==> config.mk <==
export PLATFORM = sky130hd
export DESIGN_NAME = lsu_mem_initiator
export DESIGN_NICKNAME = d
export VERILOG_FILES = /design/src/rtl/lsu_mem_initiator.sv
export SDC_FILE = /design/constraint.sdc
export NUM_CORES = 1
export LEC_CHECK = 0
export CAP_MARGIN = 10
export CORE_MARGIN = 2
export CORE_UTILIZATION = 32
export CTS_CLUSTER_DIAMETER = 120
export CTS_CLUSTER_SIZE = 20
export DETAILED_ROUTE_END_ITERATION = 10
export PLACE_DENSITY = 0.66
export SYNTH_ARGS = -nofsm -noshare
export SYNTH_HDL_FRONTEND = slang
export SYNTH_SLANG_ARGS = --single-unit
==> constraint.sdc <==
create_clock -name clk -period 4.25 [get_ports clk]
set_input_delay 0.85 -clock clk [delete_from_list [all_inputs] [get_ports clk]]
set_output_delay 0.85 -clock clk [all_outputs]
set_load 0.005 [all_outputs]
==> src/rtl/lsu_mem_initiator.sv <==
// lsu_mem_initiator: turns byte/half/word loads and stores from the core's
// load/store stage into full-word accesses on a word-addressed data memory
// (combinational read, synchronous full-word write). Sub-word stores use
// read-modify-write; loads are sign- or zero-extended; misaligned and
// illegal-size requests complete as faults without touching memory.
//
// Optional build macro LSU_STATS_EN adds stat_loads/stat_stores/stat_faults.
//
// Handshake: a request is accepted on a rising edge where req_valid && req_ready;
// req_ready is high only in IDLE, so at most one request is in flight. All
// req_* fields are captured at accept and later changes are ignored. Completion
// is a single-cycle rsp_valid pulse, with rsp_fault/rsp_rdata qualified by it.
module lsu_mem_initiator #(
    parameter int ADDR_MASK_LSB = 2
) (
    input  logic        clk,
    input  logic        reset_n,
    input  logic        req_valid,
    output logic        req_ready,
    input  logic        req_write,
    input  logic [1:0]  req_size,
    input  logic        req_unsigned,
    input  logic [31:0] req_address,
    input  logic [31:0] req_wdata,
    output logic        rsp_valid,
    output logic [31:0] rsp_rdata,
    output logic        rsp_fault,
    output logic [31:0] mem_address,
    output logic [31:0] mem_write_data,
    output logic        mem_write_enable,
    input  logic [31:0] mem_read_data,
`ifdef LSU_STATS_EN
    output logic [31:0] stat_loads,
    output logic [31:0] stat_stores,
    output logic [31:0] stat_faults,
`endif
    output logic [2:0]  dbg_state
);

    localparam logic [2:0] S_IDLE       = 3'd0;
    localparam logic [2:0] S_READ       = 3'd1;
    localparam logic [2:0] S_WRITE      = 3'd2;
    localparam logic [2:0] S_RESP       = 3'd3;
    localparam logic [2:0] S_FAULT_RESP = 3'd4;

    localparam logic [1:0] SZ_BYTE = 2'b00;
    localparam logic [1:0] SZ_HALF = 2'b01;
    localparam logic [1:0] SZ_WORD = 2'b10;

    localparam logic [31:0] WORD_MASK = ~((32'd1 << ADDR_MASK_LSB) - 32'd1);

    logic [2:0]  state;
    logic [2:0]  state_next;
    logic        write_q;
    logic [1:0]  size_q;
    logic        unsigned_q;
    logic [31:0] addr_q;
    logic [31:0] wdata_q;
    logic [31:0] word_q;

    logic        accept;
    logic        req_fault;
    logic [31:0] merged_word;
    logic [31:0] load_value;

    assign req_ready = (state == S_IDLE);
    assign accept    = req_valid && req_ready;
    assign dbg_state = state;

    // Fault classification of the incoming request, used at the accept edge.
    always_comb begin
        req_fault = 1'b0;
        case (req_size)
            SZ_HALF: req_fault = req_address[0];
            SZ_WORD: req_fault = (req_address[1:0] != 2'b00);
            SZ_BYTE: req_fault = 1'b0;
            default: req_fault = 1'b1;
        endcase
    end

    // Next-state decode.
    always_comb begin
        state_next = state;
        case (state)
            S_IDLE: begin
                if (accept) begin
                    if (req_fault)
                        state_next = S_FAULT_RESP;
                    else if (req_write && (req_size == SZ_WORD))
                        state_next = S_WRITE;
                    else
                        state_next = S_READ;
                end
            end
            S_READ:       state_next = write_q ? S_WRITE : S_RESP;
            S_WRITE:      state_next = S_RESP;
            S_RESP:       state_next = S_IDLE;
            S_FAULT_RESP: state_next = S_IDLE;
            default:      state_next = S_IDLE;
        endcase
    end

    // State register.
    always_ff @(posedge clk or negedge reset_n) begin
        if (!reset_n)
            state <= S_IDLE;
        else
            state <= state_next;
    end

    // Request latches, loaded only at accept and held until the response.
    always_ff @(posedge clk or negedge reset_n) begin
        if (!reset_n) begin
            write_q    <= 1'b0;
            size_q     <= 2'b00;
            unsigned_q <= 1'b0;
            addr_q     <= 32'd0;
            wdata_q    <= 32'd0;
        end else if (accept) begin
            write_q    <= req_write;
            size_q     <= req_size;
            unsigned_q <= req_unsigned;
            addr_q     <= req_address;
            wdata_q    <= req_wdata;
        end
    end

    // Memory word captured at the end of the READ cycle.
    always_ff @(posedge clk or negedge reset_n) begin
        if (!reset_n)
            word_q <= 32'd0;
        else if (state == S_READ)
            word_q <= mem_read_data;
    end

    // Store merge: replace only the addressed lane of the captured word.
    always_comb begin
        merged_word = word_q;
        case (size_q)
            SZ_BYTE: begin
                case (addr_q[1:0])
                    2'd0:    merged_word[7:0]   = wdata_q[7:0];
                    2'd1:    merged_word[15:8]  = wdata_q[7:0];
                    2'd2:    merged_word[23:16] = wdata_q[7:0];
                    default: merged_word[31:24] = wdata_q[7:0];
                endcase
            end
            SZ_HALF: begin
                if (addr_q[1])
                    merged_word[31:16] = wdata_q[15:0];
                else
                    merged_word[15:0]  = wdata_q[15:0];
            end
            default: merged_word = wdata_q;
        endcase
    end

    // Load extraction with sign or zero extension.
    always_comb begin
        logic [7:0]  lane_b;
        logic [15:0] lane_h;
        lane_b = 8'd0;
        lane_h = 16'd0;
        load_value = word_q;
        case (addr_q[1:0])
            2'd0:    lane_b = word_q[7:0];
            2'd1:    lane_b = word_q[15:8];
            2'd2:    lane_b = word_q[23:16];
            default: lane_b = word_q[31:24];
        endcase
        lane_h = addr_q[1] ? word_q[31:16] : word_q[15:0];
        case (size_q)
            SZ_BYTE: load_value = {{24{lane_b[7] & ~unsigned_q}}, lane_b};
            SZ_HALF: load_value = {{16{lane_h[15] & ~unsigned_q}}, lane_h};
            default: load_value = word_q;
        endcase
    end

    // Outputs decoded from state so reset drops them immediately.
    always_comb begin
        mem_address      = 32'd0;
        mem_write_data   = 32'd0;
        mem_write_enable = 1'b0;
        rsp_valid        = 1'b0;
        rsp_fault        = 1'b0;
        rsp_rdata        = 32'd0;
        case (state)
            S_READ: mem_address = addr_q & WORD_MASK;
            S_WRITE: begin
                mem_address      = addr_q & WORD_MASK;
                mem_write_data   = merged_word;
                mem_write_enable = 1'b1;
            end
            S_RESP: begin
                rsp_valid = 1'b1;
                rsp_rdata = write_q ? 32'd0 : load_value;
            end
            S_FAULT_RESP: begin
                rsp_valid = 1'b1;
                rsp_fault = 1'b1;
            end
            default: ;
        endcase
    end

`ifdef LSU_STATS_EN
    // Completion counters; faulted requests count only as faults.
    always_ff @(posedge clk or negedge reset_n) begin
        if (!reset_n) begin
            stat_loads  <= 32'd0;
            stat_stores <= 32'd0;
            stat_faults <= 32'd0;
        end else begin
            if (state == S_RESP && !write_q)
                stat_loads <= stat_loads + 32'd1;
            if (state == S_RESP && write_q)
                stat_stores <= stat_stores + 32'd1;
            if (state == S_FAULT_RESP)
                stat_faults <= stat_faults + 32'd1;
        end
    end
`endif

endmodule

# [Word level (Yosys, flattened, before mapping)]
# Index checks and enable logic that the tools add are counted.
[word_totals] out_inout_bits=103 wordCells=53 ff_bits=103
[op_classes] n_bitwise=3 eq_ne=10 muxes=23 reduce_logical=10
[op_table] cell="32-bit two-way mux" count=4
[op_table] cell="32-bit one-hot mux with 2 select lines" count=2
[op_table] cell="16-bit two-way mux" count=3
[op_table] cell="8-bit two-way mux" count=4
[op_table] cell="8-bit one-hot mux with 3 select lines" count=1
[op_table] cell="3-bit one-hot mux with 3 select lines" count=1
[op_table] cell="2-bit by 1-bit equality test with 1-bit output, second input constant" count=3
[op_table] cell="3-bit by 2-bit equality test with 1-bit output, second input constant" count=2
[op_table] cell="2-bit zero test" count=3
[op_table] cell="3-bit two-way mux" count=2
[op_table] cell="2-bit equality test, second input constant" count=2
[op_table] cell="1-bit two-way mux" count=4
[op_table] cell="2-bit OR reduction" count=2
[op_table] cell="3-bit by 1-bit equality test with 1-bit output, second input constant" count=1
[op_table] cell="3-bit equality test, second input constant" count=1
[op_table] cell="3-bit zero test" count=1
[op_table] cell="1-bit one-hot mux with 3 select lines" count=1
[op_table] cell="3-bit OR reduction" count=1
[op_table] cell="1-bit bitwise AND" count=2
[op_table] cell="1-bit logical AND" count=2
[op_table] cell="2-bit two-way mux" count=1
[op_table] cell="2-bit by 1-bit inequality test with 1-bit output, second input constant" count=1
[op_table] cell="2-bit nonzero test" count=1
[op_table] cell="1-bit NOT" count=1

# [Logic depth before layout (Yosys ltp)]
# Gate-level depths: netlist of run 1.
[logic_depth] depth_word=6 ltp_mapped=7

# [Least setup slack after synthesis of run 1]
# No wires, ideal clock.
[synth_timing] path_type="reg2out" start="register state[1] (netlist: dbg_state[1])" end="output rsp_rdata[21]" required_ns=3.400 setup_slack_ns=1.899 n_path_buf=1 arrival_ns=1.501 stages_incl_launch_ff=6 path_cell_list="dfrtp_1 > nor4bb_2 > and2_1 > nor4b_4 > buf_4 > nor3_1"
[synth_between] elab_chain_len=2
[synth_rtl] item="start, declared" line="52" rtl="logic [2:0] state;"
[synth_rtl] item="start signal, assigned" line="108" rtl="state <= state_next;"
[synth_rtl] item="3-bit by 2-bit equality test with 1-bit output" line="187" rtl="case (state)"
[synth_rtl] item="32-bit two-way mux" line="187"
[synth_rtl] item="end, declared" line="26" rtl="output logic [31:0] rsp_rdata,"
# Every way passes these cells.

# [Final worst setup path of run 1]
[layout_timing] start="register addr_q[1]" end="output rsp_rdata[29]"
[layout_between] elab_chain_len=6 elab_cells_between_ends=10 cone_classes="2 x eq/ne; 5 x mux; 2 x bitwise; 1 x reduce/logical"
[layout_rtl] item="start, declared" line="57" rtl="logic [31:0] addr_q;"
[layout_rtl] item="start signal, assigned" line="123" rtl="addr_q <= req_address;"
[layout_rtl] item="2-bit equality test, or another cell as far along" line="165" rtl="case (addr_q[1:0])"
[layout_rtl] item="8-bit one-hot mux with 3 select lines" line="165"
[layout_rtl] item="1-bit bitwise AND" line="173" rtl="SZ_BYTE: load_value = {{24{lane_b[7] & ~unsigned_q}}, lane_b};"
[layout_rtl] item="32-bit one-hot mux with 2 select lines (*)" line="172" rtl="case (size_q)"
[layout_rtl] item="32-bit two-way mux (*)" line="196" rtl="rsp_rdata = write_q ? 32'd0 : load_value;"
[layout_rtl] item="32-bit two-way mux (*)" line="187"
# Mark *: on every way between the ends. The rest lies on a longest branch, timed or not.

==> flow_metrics.tcl, run 1 <==
set metrics [dict create \
    hold_class "register to register" \
    num-nets-final 838 \
    ioPinCount 206 \
    ant_nets 0 \
    synth_edf_count 0 \
    reg2reg_depth 3 \
    yosysTopAreaCellShare_pct 43.5 \
    powerDensity_nw_per_um2 723 \
    drt_iter0_drc 415 \
    fin_total_pwr_mw 6.05 \
    grt_use_total_pct 20.0 \
    violations "design-rule violations" \
    ir_drop_v 0.000290 \
    hold_buffers 0 \
    ys_seq_area_share_pct 43.5 \
    syn_avg_cell_area_um2 10.5 \
    final_area_um2 8370 \
    synth_top_family_by_area "multiplexers" \
    core_um2 18100 \
    synth_xor_area_share_pct 0 \
    instances_no_fill 969 \
    first_pass_iters 10 \
    antenna_cells 0 \
    routed_via_density 5.43 \
    clockBufferDepth 2 \
    synth_top_area_cell "dfrtp_1" \
    drive_gt1_share_pct 5.54 \
    core.rowCount 49 \
    dp_cells 953 \
    holdPathEnd "addr_q[23]" \
    clk_latency_ps 360 \
    seqCellArea_um2 2580 \
    clk_pin_slew_ps 80 \
    grt_max_degree 78 \
    wire_per_inst_um 20.6 \
    grt_setup_unrepaired "false" \
    critical_path.max_fanout 32 \
    synth_compound_area_share_pct 16.5 \
    setup_viol 0 \
    synthAdderAreaFrac_pct 0 \
    fin_crit_sh_pct 91.8 \
    drc 12 \
    wirelength_um 20000 \
    yosys-top-cells-area "dfrtp_1 (43%), mux2_1 (20%), and2_1 (3.5%)" \
    ys_warn_count 0 \
    rrSetupSlack_ps 2060 \
    postSynth.topFlopCell "dfrtp_1" \
    root_buffer "clkbuf_16" \
    period_needed_ps 3900 \
    crit_type "register to primary output" \
    crit_path_end_kind "primary output" \
    synth.mux.area_fraction_pct 23.0 \
    syn_area_um2 5930 \
    max_freq_ghz 0.256 \
    maxCapViolCount 0 \
    cts_setup_buffers 0 \
    regToRegStartpoint "dbg_state[1]" \
    htree_num_levels 3 \
    port_buffers 203 \
    grt_pass1_vias 5199 \
    num-fill-cells 1681 \
    grt_antenna_before_repair 0 \
    place_hpwl_um 14500 \
    cts_tree "yes" \
    synth_seq_cells 103 \
    synth-simple-area-share_pct 12.3 \
    relSlewSlack_pct 26.6 \
    die_w_um 140 \
    ctsResizeCount 0 \
    chipHeight_um 140 \
    cts_buffers 9 \
    synth_cell_types 43 \
    route.vias.total 5262 \
    multiInputGateArea_um2 3090 \
    grt.overflow.total 0 \
    finalWeightedCongestion 0.955 \
    start_kind "register" \
    initial_core_util_pct 32.8 \
    syn2layout_area_growth_pct 41.3 \
    grt_pass1_wl_um 30500 \
    clock_sinks 103 \
    final_hold_viol_count 0 \
    leakage_nw 3.32 \
    max_slew.worst_pin.slew_ps 1090 \
    holdPathStages 1 \
    hp-start "addr_q[23]" \
    die_area_um2 19600 \
    tns_ps 0 \
    fin_skew_ps 4.92 \
    critPathRequiredTime_ps 3400 \
    slew_violations 0 \
    cp.arrival_ps 3050 \
    async_reset_ff_share_pct 100 \
    status "finished with violations" \
    placed_cell_area_um2 8080 \
    r2r-end "wdata_q[3]" \
    syn_inst 562 \
]
## logic make-up after synthesis
group | Yosys count
compound gates | 145
simple gates | 132
mux | 123
flops | 103
buf+inv | 58
other cells | 1
## worst max-delay path: stages, from the launching register on
cell and delay (ps):
dfrtp_2 650, inv_2 470, nor4_2 130, nor4b_4 770, nor3_1 170, clkdlybuf4s50_1 490
## through the flow
stage               util [%]  setup slack [ps]  hold WS (ps)
floorplan                  -              1900           449
global placement        44.7               888           460
detailed placement      44.7               759           466
CTS                     46.3               359           484
global route            46.3               148           493
finish                  46.3               348           479
## layer usage
metal / share of wire (%) / global-route usage, % / up-vias
met3: 7.5 / 4.96 / 37
met2: 46 / 31.6 / 216
met5: 0 / 0 / -
met1: 44 / 27.3 / 2601
met4: 2.4 / 6.17 / 0
li1: - / - / 2408
## registers in the layout, summed over array words and instances (netlist names)
name,count
wdata_q,32
addr_q,32
unsigned_q,1
write_q,1
size_q,2
word_q,32
dbg_state,3
## cells in the mapped netlist, types with 2 or more instances
cell and instances:
nor4_2 2, a221oi_1 14, and2_1 33, nand2b_1 5, a22oi_1 8, o22ai_1 20
a21oi_1 18, mux2i_1 18, buf_2 15, o211a_1 14, mux2_1 104, a32oi_1 8
nand2_1 15, inv_1 3, nor3_1 19, dfrtp_1 103, nand3_1 9, inv_2 4
o21ai_0 12, buf_4 10, o21a_1 7, clkbuf_1 26, o21ai_1 29, a31oi_1 9
nor2_1 31, nor2b_1 9
## worst max path at each step
stage               cells after the start  slack [ps]       endpoint    startpoint
finish                                  5         350  rsp_rdata[29]     addr_q[1]
global route                            5         150  rsp_rdata[27]     addr_q[1]
CTS                                     5         360  rsp_rdata[20]     addr_q[1]
detailed placement                      5         760  rsp_rdata[20]     addr_q[1]
global placement                        5         890  rsp_rdata[31]     addr_q[1]
floorplan                               5        1900  rsp_rdata[21]  dbg_state[1]
## cells in the final DEF, fill, tap and decap left out, drive strengths merged, types with 8 or more instances in the layout
| cell | Yosys | layout |
|---|---|---|
| a32oi | 8 | 8 |
| o21ai | 41 | 41 |
| o211a | 14 | 14 |
| a21oi | 18 | 18 |
| mux2i | 18 | 18 |
| nand3 | 9 | 9 |
| dfrtp | 103 | 103 |
| nor2 | 31 | 31 |
| clkbuf | 26 | 9 |
| mux2 | 105 | 105 |
| buf | 25 | 10 |
| and2 | 34 | 34 |
| a31oi | 9 | 9 |
| nor3 | 20 | 20 |
| a22oi | 8 | 8 |
| nor2b | 9 | 9 |
| o22ai | 20 | 20 |
| nand2 | 15 | 15 |
| a221oi | 14 | 14 |
| inv | 7 | 10 |
| clkdlybuf4s50 | 0 | 202 |
## power by group
part / switching [mW] / internal, mW
clock: 0.418 / 0.412
sequential: 0.709 / 1.48
combinational: 1.45 / 1.58
## cell type report
cell class	instances	area share, %
multi-input combinational	402	36.9
inverter	7	0.314
clock inverter	7	0.807
timing repair buffer	212	25.0
clock buffer	9	2.69
tap	229	3.42
sequential	103	30.8
No activity file was read; power rests on OpenSTA's default activity.
==> run 2, diff against run 1 <==
==> constraint.sdc (replaced) <==
create_clock -name clk -period 4.3 [get_ports clk]
set_input_delay 0.86 -clock clk [delete_from_list [all_inputs] [get_ports clk]]
set_output_delay 0.86 -clock clk [all_outputs]
set_load 0.005 [all_outputs]
==> run 2 against run 1 <==
  * Via count hardly changed
  * Clock skew is 7.5 ps higher
  * The flow still finishes with violations (design-rule violations)
  * Register-to-register slack hardly changed
==> flow_metrics.tcl, run 2 (synthesis gave the netlist of run 1 again) <==
set metrics [dict create \
    status "finished with violations" \
    violations "design-rule violations" \
    cts_buffers 9 \
    route.vias.total 5266 \
    critical_path.max_fanout 16 \
    crit_type "register to primary output" \
    worst_slack_ps 436 \
    cp.arrival_ps 3000 \
    layout_common_cells "clkdlybuf4s50_1 (202), mux2_1 (104), dfrtp_1 (102)" \
    grt_antenna_before_repair 0 \
    routed_via_density 5.42 \
    ctsResizeCount 0 \
    slew_violations 0 \
    place_hpwl_um 15000 \
    drive_gt1_share_pct 5.80 \
    top_regs "addr_q (32), wdata_q (32), word_q (32)" \
    chipHeight_um 140 \
    fin_total_pwr_mw 6.06 \
    ioPinCount 206 \
    max_slew.worst_pin.slew_ps 1100 \
    clockBufferDepth 2 \
    grt_use_met1_pct 27.2 \
    finalWeightedCongestion 0.861 \
    antenna_cells 0 \
    gr-usage-met3_pct 4.72 \
    first_pass_iters 9 \
    die_w_um 140 \
    final_hold_viol_count 0 \
    powerDensity_nw_per_um2 721 \
    grt_use_total_pct 20.3 \
    drt_iter0_drc 417 \
    seqCellArea_um2 2580 \
    maxCapViolCount 0 \
    syn2layout_area_growth_pct 41.9 \
    htree_num_levels 3 \
    fin_skew_ps 12.4 \
    period_needed_ps 3860 \
    clock_sinks 103 \
    start_kind "register" \
    hold_buffers 0 \
    critical-path-max-stage-delay_ps 770 \
    clk_latency_ps 360 \
    multiInputGateArea_um2 3090 \
    num-nets-final 840 \
    hold_class "register to register" \
    max_freq_ghz 0.259 \
    ir_drop_v 0.000314 \
    ant_nets 0 \
    grt.overflow.total 0 \
    clk_pin_slew_ps 80 \
    dp_cells 955 \
    wirelength_um 20200 \
    critPathRequiredTime_ps 3440 \
    instances_no_fill 971 \
    cts_tree "yes" \
    tns_ps 0 \
    core_um2 18100 \
    core.rowCount 49 \
    met2_usage_pct 33.0 \
    leakage_nw 3.34 \
    root_buffer "clkbuf_16" \
    worst-path-buf-inv 1 \
    num-fill-cells 1680 \
    critPathTopFamily "simple AND/OR/NAND/NOR gates" \
    grt_setup_unrepaired "false" \
    die_area_um2 19600 \
    worstPathCellList "mux2i_1 -> nor4_2 -> nor4b_4 -> nor3_1 -> clkdlybuf4s50_1" \
    grt_pass1_vias 5374 \
    cts_setup_buffers 0 \
    grt_pass1_wl_um 31000 \
    busiest_layer "met2" \
    drc 12 \
    grt_max_degree 78 \
    relSlewSlack_pct 26.4 \
    setup_viol 0 \
    initial_core_util_pct 32.8 \
    final_common_cell "clkdlybuf4s50_1" \
    dp_slack_ps 819 \
    fin_crit_sh_pct 89.9 \
    crit_slowest_cell "nor4b_4" \
    wire_per_inst_um 20.8 \
    crit_path_end_kind "primary output" \
    port_buffers 203 \
]
## run 2: layout make-up
class / count / share of cell area (%)
Multi-Input combinational cell: 402 / 36.7
Sequential cell: 103 / 30.7
Timing Repair Buffer: 214 / 25.1
Tap cell: 229 / 3.41
Clock buffer: 9 / 2.68
Clock inverter: 7 / 1.09
Inverter: 7 / 0.312
## run 2: final timing paths
path | from | end | slack (ps) | cells past startpoint
max | addr_q[0] | rsp_rdata[23] | 440 | 5
min | addr_q[16] | addr_q[16] | 480 | 1
max reg2reg | dbg_state[1] | addr_q[15] | 2060 | 3
min reg2reg | addr_q[16] | addr_q[16] | 480 | 1
max in group asynchronous | reset_n | addr_q[11] | 2680 | 2
min in group asynchronous | reset_n | wdata_q[4] | 670 | 1
## run 2: metal layers
metal	wire length, um	up-vias
met5	0	-
met4	380	0
met3	1520	31
met2	9490	241
met1	8820	2575
li1	-	2419
## run 2: report_power, final
| group | leakage [nW] | switching (mW) | internal, mW | total [mW] |
|---|---|---|---|---|
| Combinational | 1.97 | 1.48 | 1.58 | 3.06 |
| Clock | 0.151 | 0.399 | 0.465 | 0.863 |
| Sequential | 1.21 | 0.680 | 1.46 | 2.14 |
| Total | 3.34 | 2.56 | 3.51 | 6.06 |
## run 2: worst register-to-register path, stage by stage (launching register included)
cell and delay (ps):
dfrtp_1 480, nor3_2 370, and2_4 810, mux2_1 470
## run 2: metrics by stage
stage / hold slack (ps) / area, um^2 / util [%]
3_3_place_gp: 461 / 8090 / 44.8
4_1_cts: 489 / 8410 / 46.5
3_5_place_dp: 471 / 8090 / 44.8
6_report: 483 / 8410 / 46.5
5_1_grt: 501 / 8410 / 46.5
2_1_floorplan: 449 / 5930 / -
==> run 3, diff against run 2 <==
--- a/config.mk
+++ b/config.mk
@@ -11,7 +11,7 @@
 export CTS_CLUSTER_DIAMETER = 120
 export CTS_CLUSTER_SIZE = 20
 export DETAILED_ROUTE_END_ITERATION = 10
-export PLACE_DENSITY = 0.66
+export SKIP_CTS_REPAIR_TIMING = 1
 export SYNTH_ARGS = -nofsm -noshare
 export SYNTH_HDL_FRONTEND = slang
 export SYNTH_SLANG_ARGS = --single-unit
==> run 3 against run 2 <==
  * The flow still finishes with violations (design-rule violations)
  * Worst hold slack got worse by 3.0 ps
  * Via count is essentially flat
  * Clock power increased by 0.9%
  * First-iteration DRC count is 24% lower
  * Non-clock buffer count increased by 2
  * Critical path depth grew 1
  * Power is essentially flat
  * Largest cell class unchanged
==> flow_metrics.tcl, run 3 (synthesis gave the netlist of run 1 again) <==
set metrics [dict create \
    status "finished with violations" \
    violations "design-rule violations" \
    wirelength_um 19900 \
    ioPinCount 206 \
    routed_via_density 5.41 \
    regToRegStartpoint "dbg_state[1]" \
    core.rowCount 49 \
    fin_crit_sh_pct 90.5 \
    die_area_um2 19600 \
    num-nets-final 842 \
    fin_skew_ps 11.4 \
    initial_core_util_pct 32.8 \
    drt_iter0_drc 317 \
    rrSetupSlack_ps 1910 \
    worstPathCellList "buf_4 -> nor2b_1 -> mux2_1 -> a22oi_1 -> a21oi_1 -> clkdlybuf4s50_1" \
    clockBufferDepth 2 \
    hold_class "register to register" \
    critPathRequiredTime_ps 3440 \
    ir_drop_v 0.000276 \
    setup_viol 0 \
    crit_end "mem_write_data[11]" \
    maxCapViolCount 0 \
    route.vias.total 5265 \
    reg2reg_depth 4 \
    port_buffers 203 \
    slew_violations 0 \
    clk_pin_slew_ps 80 \
    grt_pass1_vias 5390 \
    final_hold_viol_count 0 \
    start_kind "register" \
    grt.overflow.total 0 \
    crit_path_end_kind "primary output" \
    critical-path-max-stage-delay_ps 610 \
    leakage_nw 3.36 \
    die_w_um 140 \
    layout_common_cells "clkdlybuf4s50_1 (202), mux2_1 (104), dfrtp_1 (103)" \
    max_slew.worst_pin.slew_ps 1140 \
    syn2layout_area_growth_pct 42.4 \
    cts_buffers 9 \
    cp.arrival_ps 3030 \
    worst-path-buf-inv 2 \
    final_common_cell "clkdlybuf4s50_1" \
    htree_num_levels 3 \
    grt_max_degree 50 \
    grt_use_total_pct 20.4 \
    root_buffer "clkbuf_16" \
    critical_path_depth 6 \
    clk_latency_ps 360 \
    crit_slowest_cell "dfrtp_1" \
    ant_nets 0 \
    drc 13 \
    place_hpwl_um 15100 \
    first_pass_iters 10 \
    fin_total_pwr_mw 6.06 \
    num-fill-cells 1638 \
    relSlewSlack_pct 23.8 \
    finalWeightedCongestion 0.869 \
    powerDensity_nw_per_um2 718 \
    top_regs "addr_q (32), wdata_q (32), word_q (32)" \
    crit_path_start "addr_q[1]" \
    wire_per_inst_um 20.5 \
    clock_sinks 103 \
    grt_setup_unrepaired "false" \
    critPathTopFamily "buffers and inverters" \
    critical_path.max_fanout 18 \
    antenna_cells 0 \
    crit_type "register to primary output" \
    max_freq_ghz 0.257 \
    core_um2 18100 \
    r2r-end "wdata_q[18]" \
    grt_pass1_wl_um 31400 \
    drive_gt1_share_pct 5.91 \
    period_needed_ps 3890 \
    cts_tree "yes" \
    chipHeight_um 140 \
    grt_antenna_before_repair 0 \
    tns_ps 0 \
]
-- run 3: cell count changes in the layout (fill, tap and decap cells not counted), sizes merged --
cell      change
buf           +2
inv           +1
clkinvlp      -1
-- run 3: layer usage --
layer / part of all wire (%) / up-vias / GRT usage (%)
met5: 0 / - / 0
met4: 2.2 / 0 / 6.22
met3: 9.8 / 25 / 7.18
met2: 44 / 260 / 31.3
met1: 44 / 2560 / 27.3
li1: - / 2420 / -
-- run 3: worst reg2reg max path: cells and delay by family, from the launching register on --
family | cells | cell delay [ps]
DFF | 1 | 480
buffers and inverters | 1 | 350
and+or+nand+nor | 2 | 1090
muxes | 1 | 360
-- run 3: worst min path at each step --
stage / endpoint / cells after the start / slack (ps) / start
after floorplan: addr_q[10] / 1 / 450 / addr_q[10]
after global placement: addr_q[12] / 1 / 460 / addr_q[12]
after detailed placement: addr_q[27] / 1 / 470 / addr_q[27]
after CTS: addr_q[12] / 1 / 490 / addr_q[12]
after global routing: addr_q[9] / 1 / 500 / addr_q[9]
final: addr_q[12] / 1 / 480 / addr_q[12]
-- run 3: power breakdown --
group | internal (mW) | total [mW] | switching, mW | leakage [nW]
clock | 0.467 | 0.871 | 0.404 | 0.157
sequential | 1.46 | 2.12 | 0.662 | 1.21
combinational | 1.59 | 3.06 | 1.48 | 1.99
-- run 3: area by class of cell --
type,instances,area (um^2),area share [%]
multi-input combinational,402,3090,36.6
inverter,7,26.3,0.311
timing repair buffer,216,2140,25.4
clock inverter,7,91.3,1.08
tap,229,287,3.40
clock buffer,9,225,2.67
sequential,103,2580,30.6
-- run 3: per-stage QoR --
stage	util [%]	cell area [um^2]	setup WS, ps	std cells	hold slack [ps]
after CTS	46.6	8440	430	973	488
after global routing	46.6	8440	237	973	499
after global placement	44.9	8120	870	957	458
after floorplan	-	5930	1940	563	449
final	46.6	8440	408	973	480
after detailed placement	44.9	8120	826	957	468
==> edit (config.mk and constraints of run 3) <==
Build with the macro `LSU_STATS_EN` defined.
--- a/src/rtl/lsu_mem_initiator.sv
+++ b/src/rtl/lsu_mem_initiator.sv
@@ -10,6 +10,8 @@
 // req_ready is high only in IDLE, so at most one request is in flight. All
 // req_* fields are captured at accept and later changes are ignored. Completion
 // is a single-cycle rsp_valid pulse, with rsp_fault/rsp_rdata qualified by it.
+`define LSU_STATS_EN
+
 module lsu_mem_initiator #(
     parameter int ADDR_MASK_LSB = 2
 ) (
Behaviour (old outputs only; new: stat_faults, stat_loads and stat_stores): unchanged (Yosys induction, for registers that start in step).
==> edit against run 3 <==
The run now ends clean; synthesized cell count is 69% higher; sequential cell count grew 96; final area increased by 66%; power up 35%; combinational power up 11%; routed wire length increased by 53%; final cell count rose by 69%; area after synthesis up 69%; worst setup slack better by 10 ps.
==> edit: results (changes against run 3) <==
metric,value,unit,change
Yosys cell types,52,,+21%
peak supply drop,0.265,mV,-3.9%
R2R Setup Slk,2000,ps,+90 ps
Port Buffer Count,299,,+47%
vias per cell,4.99,,-7.8%
most frequent cells after synthesis,"199 x dfrtp_1, 94 x nand2_1, 89 x mux2_2",,
Longest Clk Path Bufs,2,,unchanged
worst-path maximum fanout,17,,-1
Critical Path AT,3020,ps,about the same
end of the worst register-to-register path,wdata_q[2],,
DIE AREA,0.0327,mm²,+66%
TritonRoute pass-1 iters,5,,-5
initial drt markers,476,,+50%
number of global-route vias before repair,8327,,+54%
Final HPWL DP,22.3,mm,+48%
LEAKAGE,5.95,nW,+77%
pin count of the biggest net entering global routing,117,,+130%
final clock skew,11.1,ps,-0.300 ps
slowest CP cell,or3_1,,
top post-synthesis cells by area,"dfrtp_1 50%, mux2_2 10%, xnor2_1 5.7%",,
first-pass GRT wire length,48.3,mm,+54%
wire per inst,18.6,µm,-9.1%
share of cells above drive strength 1,12.3,%,+6.4 points
Max-slew headroom,33.3,%,+9.5 points
RD Place Congestion,0.831,,-4.4%
Register-to-Register Path Depth,3,,-1
total CTS buffers,17,,+8
status,"finished, final reports clean",,
Clock Latency Late Sink,440,ps,+80 ps
htree depth,4,,+1
reg2reg start,dbg_state[1],,
Hold EP,stat_stores[31],,
GR Util All Layers,18.8,%,-1.6 points
Worst Hold Launch,stat_stores[31],,
# nets final,1336,,+59%
WHS,473,ps,-7.06 ps
initial antenna violation count,4,,+4
sequential area share after synthesis,49.8,%,+6.3 points
==> edit: routing by layer <==
layer | wire, µm | part of all wire [%] | track usage, %
met5 | 17 | 0.056 | 0
met4 | 664 | 2.2 | 6.06
met3 | 2140 | 7.0 | 5.36
met2 | 14100 | 46 | 29.3
met1 | 13700 | 45 | 25.3
==> edit: power by group <==
part / leakage [nW] / switching [W] / internal, W / total, W
logic: 3.10 / 0.00159 / 0.00180 / 0.00339
clock network: 0.304 / 0.000760 / 0.000961 / 0.00172
registers: 2.55 / 0.000655 / 0.00241 / 0.00307
total: 5.95 / 0.00301 / 0.00517 / 0.00818
==> edit: critical path, delay by kind of cell, from the launching register on <==
family                 cells  cell delay, ps
buffers and inverters      2             780
AND/OR/NAND/NOR            2             730
flip-flops                 1             530
AO/OA/AOI/OAI              2             530
==> edit: area by class of cell <==
type | count | area (µm²)
clock buffer | 20 | 457
sequential | 199 | 4980
fill | 2968 | 16700
antenna | 3 | 7.51
multi-input combinational | 674 | 4690
timing repair buffer | 314 | 3120
inverter | 24 | 90.1
clock inverter | 11 | 163
tap | 396 | 495
==> edit: cells by family (layout without fill, tap and decap cells) <==
kind of cell | count (synthesis) | in the layout | share of synthesized area, %
simple gates | 347 | 347 | 18.1
flops | 199 | 199 | 49.8
compound gates | 123 | 123 | 8.20
mux | 106 | 106 | 11.9
xor+xnor | 93 | 93 | 8.15
buf+inv | 76 | 369 | 3.39
fa+ha+maj | 3 | 3 | 0.376
other cells | 1 | 5 | 0.0375
==> edit: worst max-delay path by stage <==
stage                               endpoint  slack, ps         start
after floorplan                rsp_rdata[21]       1680  dbg_state[2]
after global placement    mem_write_data[31]        890     addr_q[1]
after detailed placement       rsp_rdata[30]        870  dbg_state[1]
after CTS                      rsp_rdata[30]        370  dbg_state[1]
after global routing      mem_write_data[11]        160     addr_q[1]
final                          rsp_rdata[30]        420  dbg_state[0]
==> edit: through the flow <==
step                      area (µm²)  worst slack, ps  power (W)  std cells  utilization [%]
after floorplan                10000             1680    0.00486        949                -
after detailed placement       13400              866    0.00650       1607             43.6
after global routing           14000              161    0.00872       1641             45.7
after global placement         13400              891    0.00646       1607             43.6
final                          14000              418    0.00818       1641             45.7
after CTS                      14000              365    0.00827       1638             45.6
